--- src/rtl/npc_pkg.sv ---
// Shared constants and types for the next-PC / instruction fetch slice.
package npc_pkg;

  localparam int XLEN   = 32;
  localparam int INST_W = 32;
  localparam logic [XLEN-1:0] RESET_PC_DEF = 32'h8000_0000;

  typedef enum logic [1:0] {
    IDLE = 2'd0,
    REQ  = 2'd1,
    WAIT = 2'd2
  } ifb_state_e;

  function automatic logic [XLEN-1:0] word_align(input logic [XLEN-1:0] a);
    return a & ~XLEN'(3);
  endfunction

endpackage

--- src/rtl/ifb_fifo.sv ---
// Small FIFO holding {instruction, pc} entries for the fetch buffer.
// DEPTH must be a power of two (2 or 4) so the pointers wrap naturally.
module ifb_fifo #(
  parameter int DEPTH  = 2,
  parameter int DATA_W = 64
) (
  input  logic                         clk,
  input  logic                         rst,
  input  logic                         push,
  input  logic [DATA_W-1:0]            push_data,
  input  logic                         pop,
  input  logic                         flush,
  output logic [DATA_W-1:0]            head_data,
  output logic                         full,
  output logic                         empty,
  output logic [$clog2(DEPTH+1)-1:0]   count
);

  localparam int PTR_W = $clog2(DEPTH);
  localparam int CNT_W = $clog2(DEPTH+1);

  logic [DATA_W-1:0] mem [DEPTH];
  logic [PTR_W-1:0]  wr_ptr;
  logic [PTR_W-1:0]  rd_ptr;
  logic              do_push;
  logic              do_pop;

  assign full    = (count == CNT_W'(DEPTH));
  assign empty   = (count == '0);
  assign do_pop  = pop & ~flush & ~empty;
  // A write into a full FIFO is allowed only when the head leaves in the same cycle.
  assign do_push = push & ~flush & (~full | do_pop);

  always_ff @(posedge clk or negedge rst) begin
    if (!rst) begin
      wr_ptr <= '0;
      rd_ptr <= '0;
      count  <= '0;
    end else if (flush) begin
      wr_ptr <= '0;
      rd_ptr <= '0;
      count  <= '0;
    end else begin
      if (do_push) wr_ptr <= wr_ptr + PTR_W'(1);
      if (do_pop)  rd_ptr <= rd_ptr + PTR_W'(1);
      case ({do_push, do_pop})
        2'b10:   count <= count + CNT_W'(1);
        2'b01:   count <= count - CNT_W'(1);
        default: count <= count;
      endcase
    end
  end

  always_ff @(posedge clk) begin
    if (do_push) mem[wr_ptr] <= push_data;
  end

  assign head_data = mem[rd_ptr];

endmodule

--- src/rtl/inst_fetch_buf.sv ---
// Instruction fetch buffer: one outstanding memory request feeding a small FIFO.
// Optional macro IFB_PERF_CNT_EN adds the perf_stall_cnt output.
module inst_fetch_buf
  import npc_pkg::*;
#(
  parameter logic [XLEN-1:0] RESET_PC = RESET_PC_DEF,
  parameter int              DEPTH    = 2
) (
  input  logic              clk,
  input  logic              rst,
  input  logic              redirect_valid,
  input  logic [XLEN-1:0]   redirect_pc,
  output logic              mem_req,
  output logic [XLEN-1:0]   mem_addr,
  input  logic              mem_gnt,
  input  logic              mem_rvalid,
  input  logic [INST_W-1:0] mem_rdata,
  output logic              out_valid,
  output logic [INST_W-1:0] out_inst,
  output logic [XLEN-1:0]   out_pc,
  input  logic              out_ready
`ifdef IFB_PERF_CNT_EN
  ,
  output logic [31:0]       perf_stall_cnt
`endif
);

  localparam int CNT_W = $clog2(DEPTH+1);

  ifb_state_e              state;
  ifb_state_e              state_nxt;
  logic                    kill;
  logic                    kill_nxt;
  logic [XLEN-1:0]         fetch_pc;
  logic [XLEN-1:0]         req_pc;
  logic                    flush;
  logic                    gnt;
  logic                    rsp;
  logic                    push;
  logic                    pop;
  logic [CNT_W-1:0]        count;
  logic [CNT_W-1:0]        count_nxt;
  logic                    fifo_full;
  logic                    fifo_empty;
  logic [INST_W+XLEN-1:0]  head;

  assign flush = redirect_valid;
  assign gnt   = mem_req & mem_gnt;
  assign rsp   = (state == WAIT) & mem_rvalid;
  assign push  = rsp & ~kill & ~flush;
  assign pop   = out_valid & out_ready & ~flush;

  always_comb begin
    count_nxt = count;
    if (flush) count_nxt = '0;
    else       count_nxt = count + CNT_W'(push) - CNT_W'(pop);
  end

  // The in-flight request always owns a slot, so a response can never find the FIFO full.
  always_comb begin
    state_nxt = state;
    kill_nxt  = kill;
    unique case (state)
      IDLE: begin
        if (!fifo_full || pop || flush) state_nxt = REQ;
      end
      REQ: begin
        if (gnt) begin
          state_nxt = WAIT;
          kill_nxt  = flush;
        end
      end
      WAIT: begin
        if (rsp) begin
          kill_nxt  = 1'b0;
          state_nxt = (count_nxt < CNT_W'(DEPTH)) ? REQ : IDLE;
        end else if (flush) begin
          kill_nxt  = 1'b1;
        end
      end
      default: begin
        state_nxt = IDLE;
        kill_nxt  = 1'b0;
      end
    endcase
  end

  always_ff @(posedge clk or negedge rst) begin
    if (!rst) begin
      state    <= IDLE;
      kill     <= 1'b0;
      fetch_pc <= RESET_PC;
    end else begin
      state <= state_nxt;
      kill  <= kill_nxt;
      if (flush)    fetch_pc <= word_align(redirect_pc);
      else if (gnt) fetch_pc <= fetch_pc + XLEN'(4);
    end
  end

  always_ff @(posedge clk) begin
    if (gnt) req_pc <= fetch_pc;
  end

  assign mem_req  = (state == REQ);
  assign mem_addr = word_align(fetch_pc);

  ifb_fifo #(
    .DEPTH  (DEPTH),
    .DATA_W (INST_W + XLEN)
  ) u_fifo (
    .clk       (clk),
    .rst       (rst),
    .push      (push),
    .push_data ({mem_rdata, req_pc}),
    .pop       (pop),
    .flush     (flush),
    .head_data (head),
    .full      (fifo_full),
    .empty     (fifo_empty),
    .count     (count)
  );

  assign out_valid = ~fifo_empty;
  assign out_inst  = fifo_empty ? '0 : head[INST_W+XLEN-1:XLEN];
  assign out_pc    = fifo_empty ? '0 : head[XLEN-1:0];

`ifdef IFB_PERF_CNT_EN
  function automatic logic [31:0] sat_inc(input logic [31:0] v);
    return (v == '1) ? v : v + 32'd1;
  endfunction

  always_ff @(posedge clk or negedge rst) begin
    if (!rst)                        perf_stall_cnt <= '0;
    else if (out_ready && !out_valid) perf_stall_cnt <= sat_inc(perf_stall_cnt);
  end
`endif

endmodule

--- config.mk ---
export PLATFORM = sky130hd
export DESIGN_NAME = inst_fetch_buf
export DESIGN_NICKNAME = d
export VERILOG_FILES = /design/src/rtl/npc_pkg.sv /design/src/rtl/ifb_fifo.sv /design/src/rtl/inst_fetch_buf.sv
export SDC_FILE = /design/constraint.sdc
export NUM_CORES = 1
export LEC_CHECK = 0
export BUFFER_PORTS_ARGS = -buffer_cell sky130_fd_sc_hd__clkbuf_2
export CAP_MARGIN = 20
export CELL_PAD_IN_SITES_DETAIL_PLACEMENT = 1
export CELL_PAD_IN_SITES_GLOBAL_PLACEMENT = 1
export CORE_ASPECT_RATIO = 0.7
export CORE_MARGIN = 8
export CORE_UTILIZATION = 46
export CTS_BUF_LIST = sky130_fd_sc_hd__clkbuf_4 sky130_fd_sc_hd__clkbuf_8
export DETAILED_ROUTE_END_ITERATION = 8
export GPL_TIMING_DRIVEN = 0
export PLACE_DENSITY = 0.82
export SYNTH_ARGS = -nofsm -noshare
export SYNTH_HDL_FRONTEND = slang
export SYNTH_SLANG_ARGS = --single-unit
--- constraint.sdc ---
create_clock -name clk -period 5.2 [get_ports clk]
set_input_delay 0.52 -clock clk [delete_from_list [all_inputs] [get_ports clk]]
set_output_delay 0.52 -clock clk [all_outputs]
set_load 0.02 [all_outputs]
==> results of run 1 <==
## worst max-delay path by stage
| stage | slack [ps] | startpoint | endpoint |
|---|---|---|---|
| floorplan | 800 | state[0]$_DFFE_PN0P_ | u_fifo.mem[0][10]$_DFFE_PP_ |
| global placement | -770 | redirect_valid | u_fifo.mem[0][50]$_DFFE_PP_ |
| detailed placement | 2300 | redirect_valid | u_fifo.mem[0][40]$_DFFE_PP_ |
| CTS | 2060 | u_fifo.rd_ptr$_DFFE_PN0P_ | out_pc[8] |
| global route | 1960 | u_fifo.count[1]$_DFFE_PN0P_ | out_inst[20] |
| finish | 2120 | u_fifo.rd_ptr$_DFFE_PN0P_ | out_pc[3] |
## layout by cell type (no fill, tap or decap), types with 2 or more instances in the layout
cell type and count:
sky130_fd_sc_hd__a31oi_1 19, sky130_fd_sc_hd__and2_1 4, sky130_fd_sc_hd__a21oi_1 2, sky130_fd_sc_hd__xnor2_1 3
sky130_fd_sc_hd__ha_1 6, sky130_fd_sc_hd__dfrtp_1 36, sky130_fd_sc_hd__buf_4 5, sky130_fd_sc_hd__nor2_1 87
sky130_fd_sc_hd__edfxtp_1 154, sky130_fd_sc_hd__xor2_1 8, sky130_fd_sc_hd__or4_1 15, sky130_fd_sc_hd__o31ai_1 16
sky130_fd_sc_hd__nand4_1 9, sky130_fd_sc_hd__buf_6 2, sky130_fd_sc_hd__bufinv_16 2, sky130_fd_sc_hd__inv_1 8
sky130_fd_sc_hd__clkbuf_2 162, sky130_fd_sc_hd__mux2i_1 63, sky130_fd_sc_hd__nor2b_1 4, sky130_fd_sc_hd__conb_1 4
sky130_fd_sc_hd__inv_6 3, sky130_fd_sc_hd__clkbuf_1 25, sky130_fd_sc_hd__or3_1 4, sky130_fd_sc_hd__and4_1 5
sky130_fd_sc_hd__clkinv_4 3, sky130_fd_sc_hd__o21ai_0 17, sky130_fd_sc_hd__and3_1 3, sky130_fd_sc_hd__clkinvlp_4 4
sky130_fd_sc_hd__nand3_1 13, sky130_fd_sc_hd__nand2_1 27, sky130_fd_sc_hd__clkbuf_8 17
## per-layer routing
layer	up-vias	track usage, %
met5	-	0
li1	2441	-
met4	0	4.196
met3	11	4.967
met2	167	31.53
met1	2601	24.23
## power by group through the flow
| stage | Clock [uW] | Sequential (uW) | Combinational [uW] |
|---|---|---|---|
| 2_1_floorplan | 0 | 1940 | 261 |
| 3_3_place_gp | 0 | 1930 | 437 |
| 3_5_place_dp | 0 | 1940 | 469 |
| 4_1_cts | 1000 | 1910 | 472 |
| 5_1_grt | 1050 | 1920 | 508 |
| 6_report | 972 | 1910 | 465 |
## cells in the mapped netlist (all sizes together)
library cell | number | area share (%)
nand2 | 27 | 1.3
a21oi | 2 | 0.13
dfstp | 1 | 0.34
o211ai | 1 | 0.096
o31ai | 16 | 1.5
nor2b | 5 | 0.40
a211o | 1 | 0.11
and4 | 5 | 0.56
a311o | 1 | 0.13
clkbuf | 26 | 1.2
nor2 | 87 | 4.2
and4bb | 1 | 0.16
o21ai | 17 | 1.1
conb | 1 | 0.048
xor2 | 8 | 0.90
or4 | 16 | 1.6
nand3 | 13 | 0.83
ha | 6 | 0.96
nor3b | 1 | 0.096
mux2i | 63 | 8.1
o21bai | 1 | 0.096
edfxtp | 154 | 59
inv | 8 | 0.38
dfrtp | 36 | 12
and2 | 5 | 0.40
a22oi | 1 | 0.096
mux2 | 1 | 0.14
a311oi | 1 | 0.11
nor3 | 1 | 0.064
xnor2 | 3 | 0.34
or3 | 4 | 0.32
and3 | 3 | 0.24
or2 | 1 | 0.080
a211oi | 1 | 0.096
or4b | 1 | 0.13
nand4 | 10 | 0.88
buf | 7 | 0.67
a31oi | 19 | 1.5
## metrics by stage
step                std cells  total power [uW]  setup TNS [ps]
finish                    984              3344               0
global route              984              3481               0
CTS                       984              3379               0
detailed placement        952              2410               0
global placement          950              2369          -47940
floorplan                 558              2199               0
## kinds of logic after synthesis
family	count (synthesis)	share of synthesized area, %
xor+xnor	11	1.232
simple gates	180	11.22
fa+ha+maj	6	0.9603
mux	64	8.211
compound gates	61	5.010
other cells	1	0.04797
flops	191	71.01
buf+inv	41	2.305
## flip-flops by register name, summed over array words and instances (netlist names)
| register | flops |
|---|---|
| u_fifo.mem | 124 |
| req_pc | 30 |
| u_fifo.count | 2 |
| fetch_pc | 30 |
| state | 2 |
| u_fifo.wr_ptr | 1 |
| u_fifo.rd_ptr | 1 |
| kill | 1 |
## worst reg2reg max path: cells and delay by family (launching register included)
kind	cells	cell delay [ps]
and+or+nand+nor	3	1490
buffers and inverters	2	420
DFF	1	420
adders and majority gates	1	190
## layout make-up
class	instances	share of cell area, %
multi-input combinational	326	22.49
timing repair buffer	163	8.933
tap	231	3.085
inverter	8	0.3205
buffer	33	1.616
sequential	191	59.25
clock buffer	18	2.577
clock inverter	14	1.736
==> flow_summary_export.csv, run 1 <==
group,metric,value,unit
clock_tree,cts.reportedPaths.clkPinSlew,100,ps
yosys,ys_seq_elements,191,
yosys,synthesis.yosys.warnings,0,
outcome,run_status,"complete, no violations",
cells_and_area,layout.nets,816,
drt,routed_wirelength,20.32,mm
power_and_ir_drop,p_leak,0.003418,uW
critical_path,reg2reg_from,"state[0]$_DFFE_PN0P_",
power_and_ir_drop,cell_internal_pwr,2416,uW
floorplan,placementRows,40,
power_and_ir_drop,power.switching_fraction,27.75,%
timing,finalWorstPathRequiredPeriod,3081,ps
drt,detailroute.via_count,5220,
floorplan,placeableCoreArea,16920,um2
timing,fin_ws,2119,ps
timing,worst_slew_pin_slew,1010,ps
cells_and_area,area_delta_synth_final,19.86,%
clock_tree,cts_hold_buffers,0,
timing,finalHoldViolations,0,
place,number_of_buffers_inserted_by_port_buffering,161,
yosys,synth_cell_type_count,42,
power_and_ir_drop,peakVddDrop,0.0001692,V
clock_tree,clock_insertion_delay_worst_skew,450,ps
place,post_dp_cell_area,8966,um2
drt,detail_route.vias_per_cell,5.305,
critical_path,worst-path-stages,5,
cells_and_area,multi_input_comb_area,2107,um2
drt,post_drt_wl_per_cell,20.65,um
power_and_ir_drop,power.net_switching,928.1,uW
grt,grt_pass1_vias,5690,
critical_path,reg2reg_to,"u_fifo.mem[0][43]$_DFFE_PP_",
cells_and_area,num_antenna_cells,0,
critical_path,critPathArrivalTime,2560,ps
floorplan,io_pins,168,
timing,final-setup-viol-count,0,
cells_and_area,area.sequential,5552,um2
drt,met3WireLength,1.340,mm
critical_path,setup.worst_path.class,"register to output pin",
timing,grt_setup_unrepaired,"false",
drt,drt_antenna_net_count,0,
critical_path,timing.reg2reg.setup_slack,2350,ps
timing,slew_headroom,32.49,%
yosys,syn_area,7817,um2
clock_tree,cts_num_sinks,191,
clock_tree,post_cts_resize_count,0,
critical_path,timing.critical_path.mode_cell,"sky130_fd_sc_hd__clkbuf_1",
drt,met2RoutedLength,9.833,mm
cells_and_area,fillerInstances,1770,
drt,drt-pass1-iter-count,5,
floorplan,initial_utilization,46.21,%
critical_path,worst_path_cell_trace,"clkbuf_1, clkbuf_1, mux2i_1, nor2_1, clkbuf_2",
cells_and_area,finalCoreUtilization,55.39,%
critical_path,critical_path.max_fanout,10,
place,hpwl,14.81,mm
yosys,ys_seq_area_share,71.01,%
clock_tree,ctsLongestPathBuffers,2,
grt,grt_max_degree,63,
timing,fin_skew,11.02,ps
cells_and_area,final_layout_size_suffix_gt1_share,27.89,%
yosys,syn-instance-count,555,
drt,drtIter0Drc,314,
run,timing.max_cap.violations,0,
floorplan,overall_die_area,21490,um2
clock_tree,cts-root-buf,"sky130_fd_sc_hd__clkbuf_8",
grt,overflow,0,
clock_tree,numCtsBuffers,17,
power_and_ir_drop,clockPowerShare,29.1,%
critical_path,critical-path-top-delay-family,"buffers and inverters",
timing,worst_hold_slack,208.0,ps
floorplan,die_h,125.1,um
drt,routedLengthMet1,9.007,mm
clock_tree,htree_levels,4,
drt,drc,0,
floorplan,die_width,171.8,um
grt,antenna_found_initial,0,
place,gp_congestion,0.8086,
grt,global_route.usage.total,18.85,%
power_and_ir_drop,pwr-share-comb,13.9,%
clock_tree,tritoncts,"done",
critical_path,slowest_stage,"sky130_fd_sc_hd__clkbuf_1",
grt,grt_first_pass_wirelength,31.33,mm
power_and_ir_drop,power_density,356.9,nW/um2
place,post_place_setup_slack,2305,ps
yosys,synth.avg_cell_area,14.09,um2
timing,post-route-period-util,59.25,%
timing,max_freq,324.6,MHz
critical_path,timing.critical_path.from_type,"register",
cells_and_area,final_area,9370,um2
critical_path,path_buf_inv,3,
hold_path,holdCritPathClass,"primary input to async pin",
critical_path,critical_path.endpoint_type,"output pin",
timing,timing.final.max_slew_violations,0,
critical_path,ff2ff_path_depth,6,
power_and_ir_drop,seq_power_share,57.0,%
drt,topRoutingLayerUsed,"met4",
critical_path,cpPeakStageDelay,660,ps
clock_tree,cts_setup_buffers,0,
critical_path,worst_ep_required_time,4680,ps
No activity file was read; power rests on OpenSTA's default activity.
==> run 2: changes to the inputs <==
Clock period 5.2 ns to 3 ns, I/O delays scaled along.
==> run 2 against run 1 <==
- count of clock-buffer cells in the layout shrank 1
- sequential share of layout area shrank 1.2 points
- total power grew 71%
- die area is the same
- first-iteration DRC count grew 8.9%
- via count grew 0.86%
- hold slack lost 210 ps
- combinational power grew 80%
- sequential power grew 73%
- global-route usage grew 0.094 points
- final area grew 2.0%
- non-clock buffer count grew 21
- largest cell class unchanged
- largest power group unchanged
==> flow_summary_export.csv, run 2 (synthesis results as in run 1) <==
group,metric,value,unit
outcome,run_status,"complete, no violations",
critical_path,crit_start,"u_fifo.rd_ptr$_DFFE_PN0P_",
power_and_ir_drop,p_leak,0.003520,uW
floorplan,die_h,125.1,um
drt,detailroute.via_count,5265,
place,number_of_buffers_inserted_by_port_buffering,161,
cells_and_area,largest_register_ffs,124,
clock_tree,numCtsBuffers,17,
clock_tree,ctsLongestPathBuffers,2,
critical_path,critical_path.max_fanout,10,
hold_path,holdCritPathClass,"primary input to async pin",
clock_tree,clock_insertion_delay_worst_skew,460,ps
critical_path,reg2reg_from,"state[0]$_DFFE_PN0P_",
critical_path,worst_ep_required_time,2700,ps
cells_and_area,layout.nets,837,
power_and_ir_drop,peakVddDrop,0.0002747,V
drt,drt-pass1-iter-count,7,
grt,overflow,0,
cells_and_area,layout_top_registers,"u_fifo.mem (124), fetch_pc (30), req_pc (30)",
grt,grt_first_pass_wirelength,31.77,mm
cells_and_area,layout_commonest_cell,"sky130_fd_sc_hd__clkbuf_2",
timing,grt_setup_unrepaired,"true",
drt,routed_wirelength,20.42,mm
grt,grt_max_degree,63,
critical_path,timing.critical_path.from_type,"register",
drt,drt_antenna_net_count,0,
cells_and_area,num_antenna_cells,0,
timing,final-setup-viol-count,0,
timing,worst_slew_pin_slew,1021,ps
critical_path,cpPeakStageDelay,620,ps
critical_path,timing.reg2reg.setup_slack,400,ps
critical_path,slowest_stage,"sky130_fd_sc_hd__buf_1",
cells_and_area,most_flop_heavy_register,"u_fifo.mem",
drt,post_drt_wl_per_cell,20.32,um
grt,global_route.usage.total,18.95,%
floorplan,io_pins,168,
cells_and_area,finalCoreUtilization,56.51,%
cells_and_area,area_delta_synth_final,22.28,%
floorplan,initial_utilization,46.21,%
place,hpwl,14.50,mm
critical_path,worstSetupEndpoint,"out_inst[10]",
floorplan,placementRows,40,
timing,finalWorstPathRequiredPeriod,2815,ps
critical_path,worst_path_cell_trace,"clkbuf_1, buf_1, mux2i_1, nor2_1, clkbuf_2",
cells_and_area,most-common-layout-cells,"165 x sky130_fd_sc_hd__clkbuf_2, 154 x sky130_fd_sc_hd__edfxtp_1, 87 x sky130_fd_sc_hd__nor2_1",
timing,max_freq,355.2,MHz
floorplan,placeableCoreArea,16920,um2
clock_tree,tritoncts,"done",
timing,tns,0,ps
drt,detail_route.vias_per_cell,5.239,
place,gp_congestion,0.7992,
floorplan,overall_die_area,21490,um2
clock_tree,cts.reportedPaths.clkPinSlew,100,ps
power_and_ir_drop,power_density,597.6,nW/um2
drt,drc,0,
grt,antenna_found_initial,0,
clock_tree,htree_levels,4,
critical_path,critPathArrivalTime,2520,ps
timing,post-route-period-util,93.84,%
critical_path,reg2reg_to,"u_fifo.mem[0][45]$_DFFE_PP_",
timing,finalHoldViolations,0,
clock_tree,cts-root-buf,"sky130_fd_sc_hd__clkbuf_8",
critical_path,setup.worst_path.class,"register to output pin",
drt,drtIter0Drc,342,
run,timing.max_cap.violations,0,
timing,fin_skew,15.98,ps
grt,grt_pass1_vias,5749,
timing,timing.final.max_slew_violations,0,
cells_and_area,final_layout_size_suffix_gt1_share,27.65,%
critical_path,ff2ff_path_depth,7,
floorplan,die_width,171.8,um
critical_path,critical_path.endpoint_type,"output pin",
timing,slew_headroom,31.93,%
clock_tree,cts_num_sinks,191,
[run 2: cell types whose count changed in the layout (fill, tap and decap cells not counted), moves of 2 or more]
cell	delta
sky130_fd_sc_hd__dlygate4sd3_1	+20
sky130_fd_sc_hd__clkbuf_1	-4
sky130_fd_sc_hd__inv_8	+4
sky130_fd_sc_hd__clkbuf_2	+3
sky130_fd_sc_hd__clkinvlp_4	-3
sky130_fd_sc_hd__bufinv_16	-2
sky130_fd_sc_hd__clkinv_2	+2
[run 2: how the worst min path moves through the flow]
stage	start	end	slack [ps]	cells after the start
after floorplan	rst	fetch_pc[10]$_DFFE_PN0N_	4	0
after global placement	req_pc[31]$_DFFE_PP_	u_fifo.mem[0][31]$_DFFE_PP_	420	0
after detailed placement	req_pc[2]$_DFFE_PP_	u_fifo.mem[0][2]$_DFFE_PP_	440	0
after CTS	mem_rdata[28]	u_fifo.mem[0][60]$_DFFE_PP_	0.8	1
after global routing	mem_rdata[31]	u_fifo.mem[1][63]$_DFFE_PP_	3	1
final	rst	fetch_pc[24]$_DFFE_PN0N_	2	1
[run 2: layout make-up]
cell class	instances	area [um2]
clock inverter	15	127.6
buffer	33	155.1
inverter	8	30.03
clock buffer	17	234.0
sequential	191	5552
tap	231	289.0
multi-input combinational	326	2107
timing repair buffer	184	1065
fill	1751	7357
[run 2: layer usage]
layer,track usage (%),share of wire (%),wire [um],up-vias
met2,30.50,47,9699,174
met1,24.78,44,9037,2598
met3,5.784,7.3,1491,14
met4,4.398,0.94,191,0
li1,-,-,-,2479
met5,0,0,0,-
[run 2: through the flow]
| stage | hold WS, ps | cell area [um2] | setup WS [ps] | power, uW | instances |
|---|---|---|---|---|---|
| 2_1_floorplan | 4.409 | 7838 | 462.0 | 3809 | 558 |
| 3_3_place_gp | 423.8 | 8932 | -167.4 | 4105 | 950 |
| 3_5_place_dp | 435.5 | 8994 | 409.6 | 4181 | 953 |
| 4_1_cts | 0.7689 | 9445 | 39.52 | 5748 | 994 |
| 5_1_grt | 2.564 | 9559 | -41.13 | 5952 | 1005 |
| 6_report | 2.027 | 9559 | 184.7 | 5713 | 1005 |
[run 2: repair_timing]
item | CTS | global route
resized for setup | 0 | 7
setup endpoints to repair | 0 | 31
buffers inserted | 0 | 0
hold buffers | 9 | 11
endpoints found under the hold margin | 17 | 20
[run 2: report_power, final]
| part | switching, uW | internal [uW] |
|---|---|---|
| registers | 155 | 3150 |
| clock network | 970 | 603 |
| logic | 538 | 301 |
| total | 1660 | 4050 |
[run 2: worst max-delay path: cells and delay by family (launching register included)]
family,cells,cell delay (ps)
buffers and inverters,3,1330
flip-flops,1,340
multiplexers,1,320
AND/OR/NAND/NOR,1,80
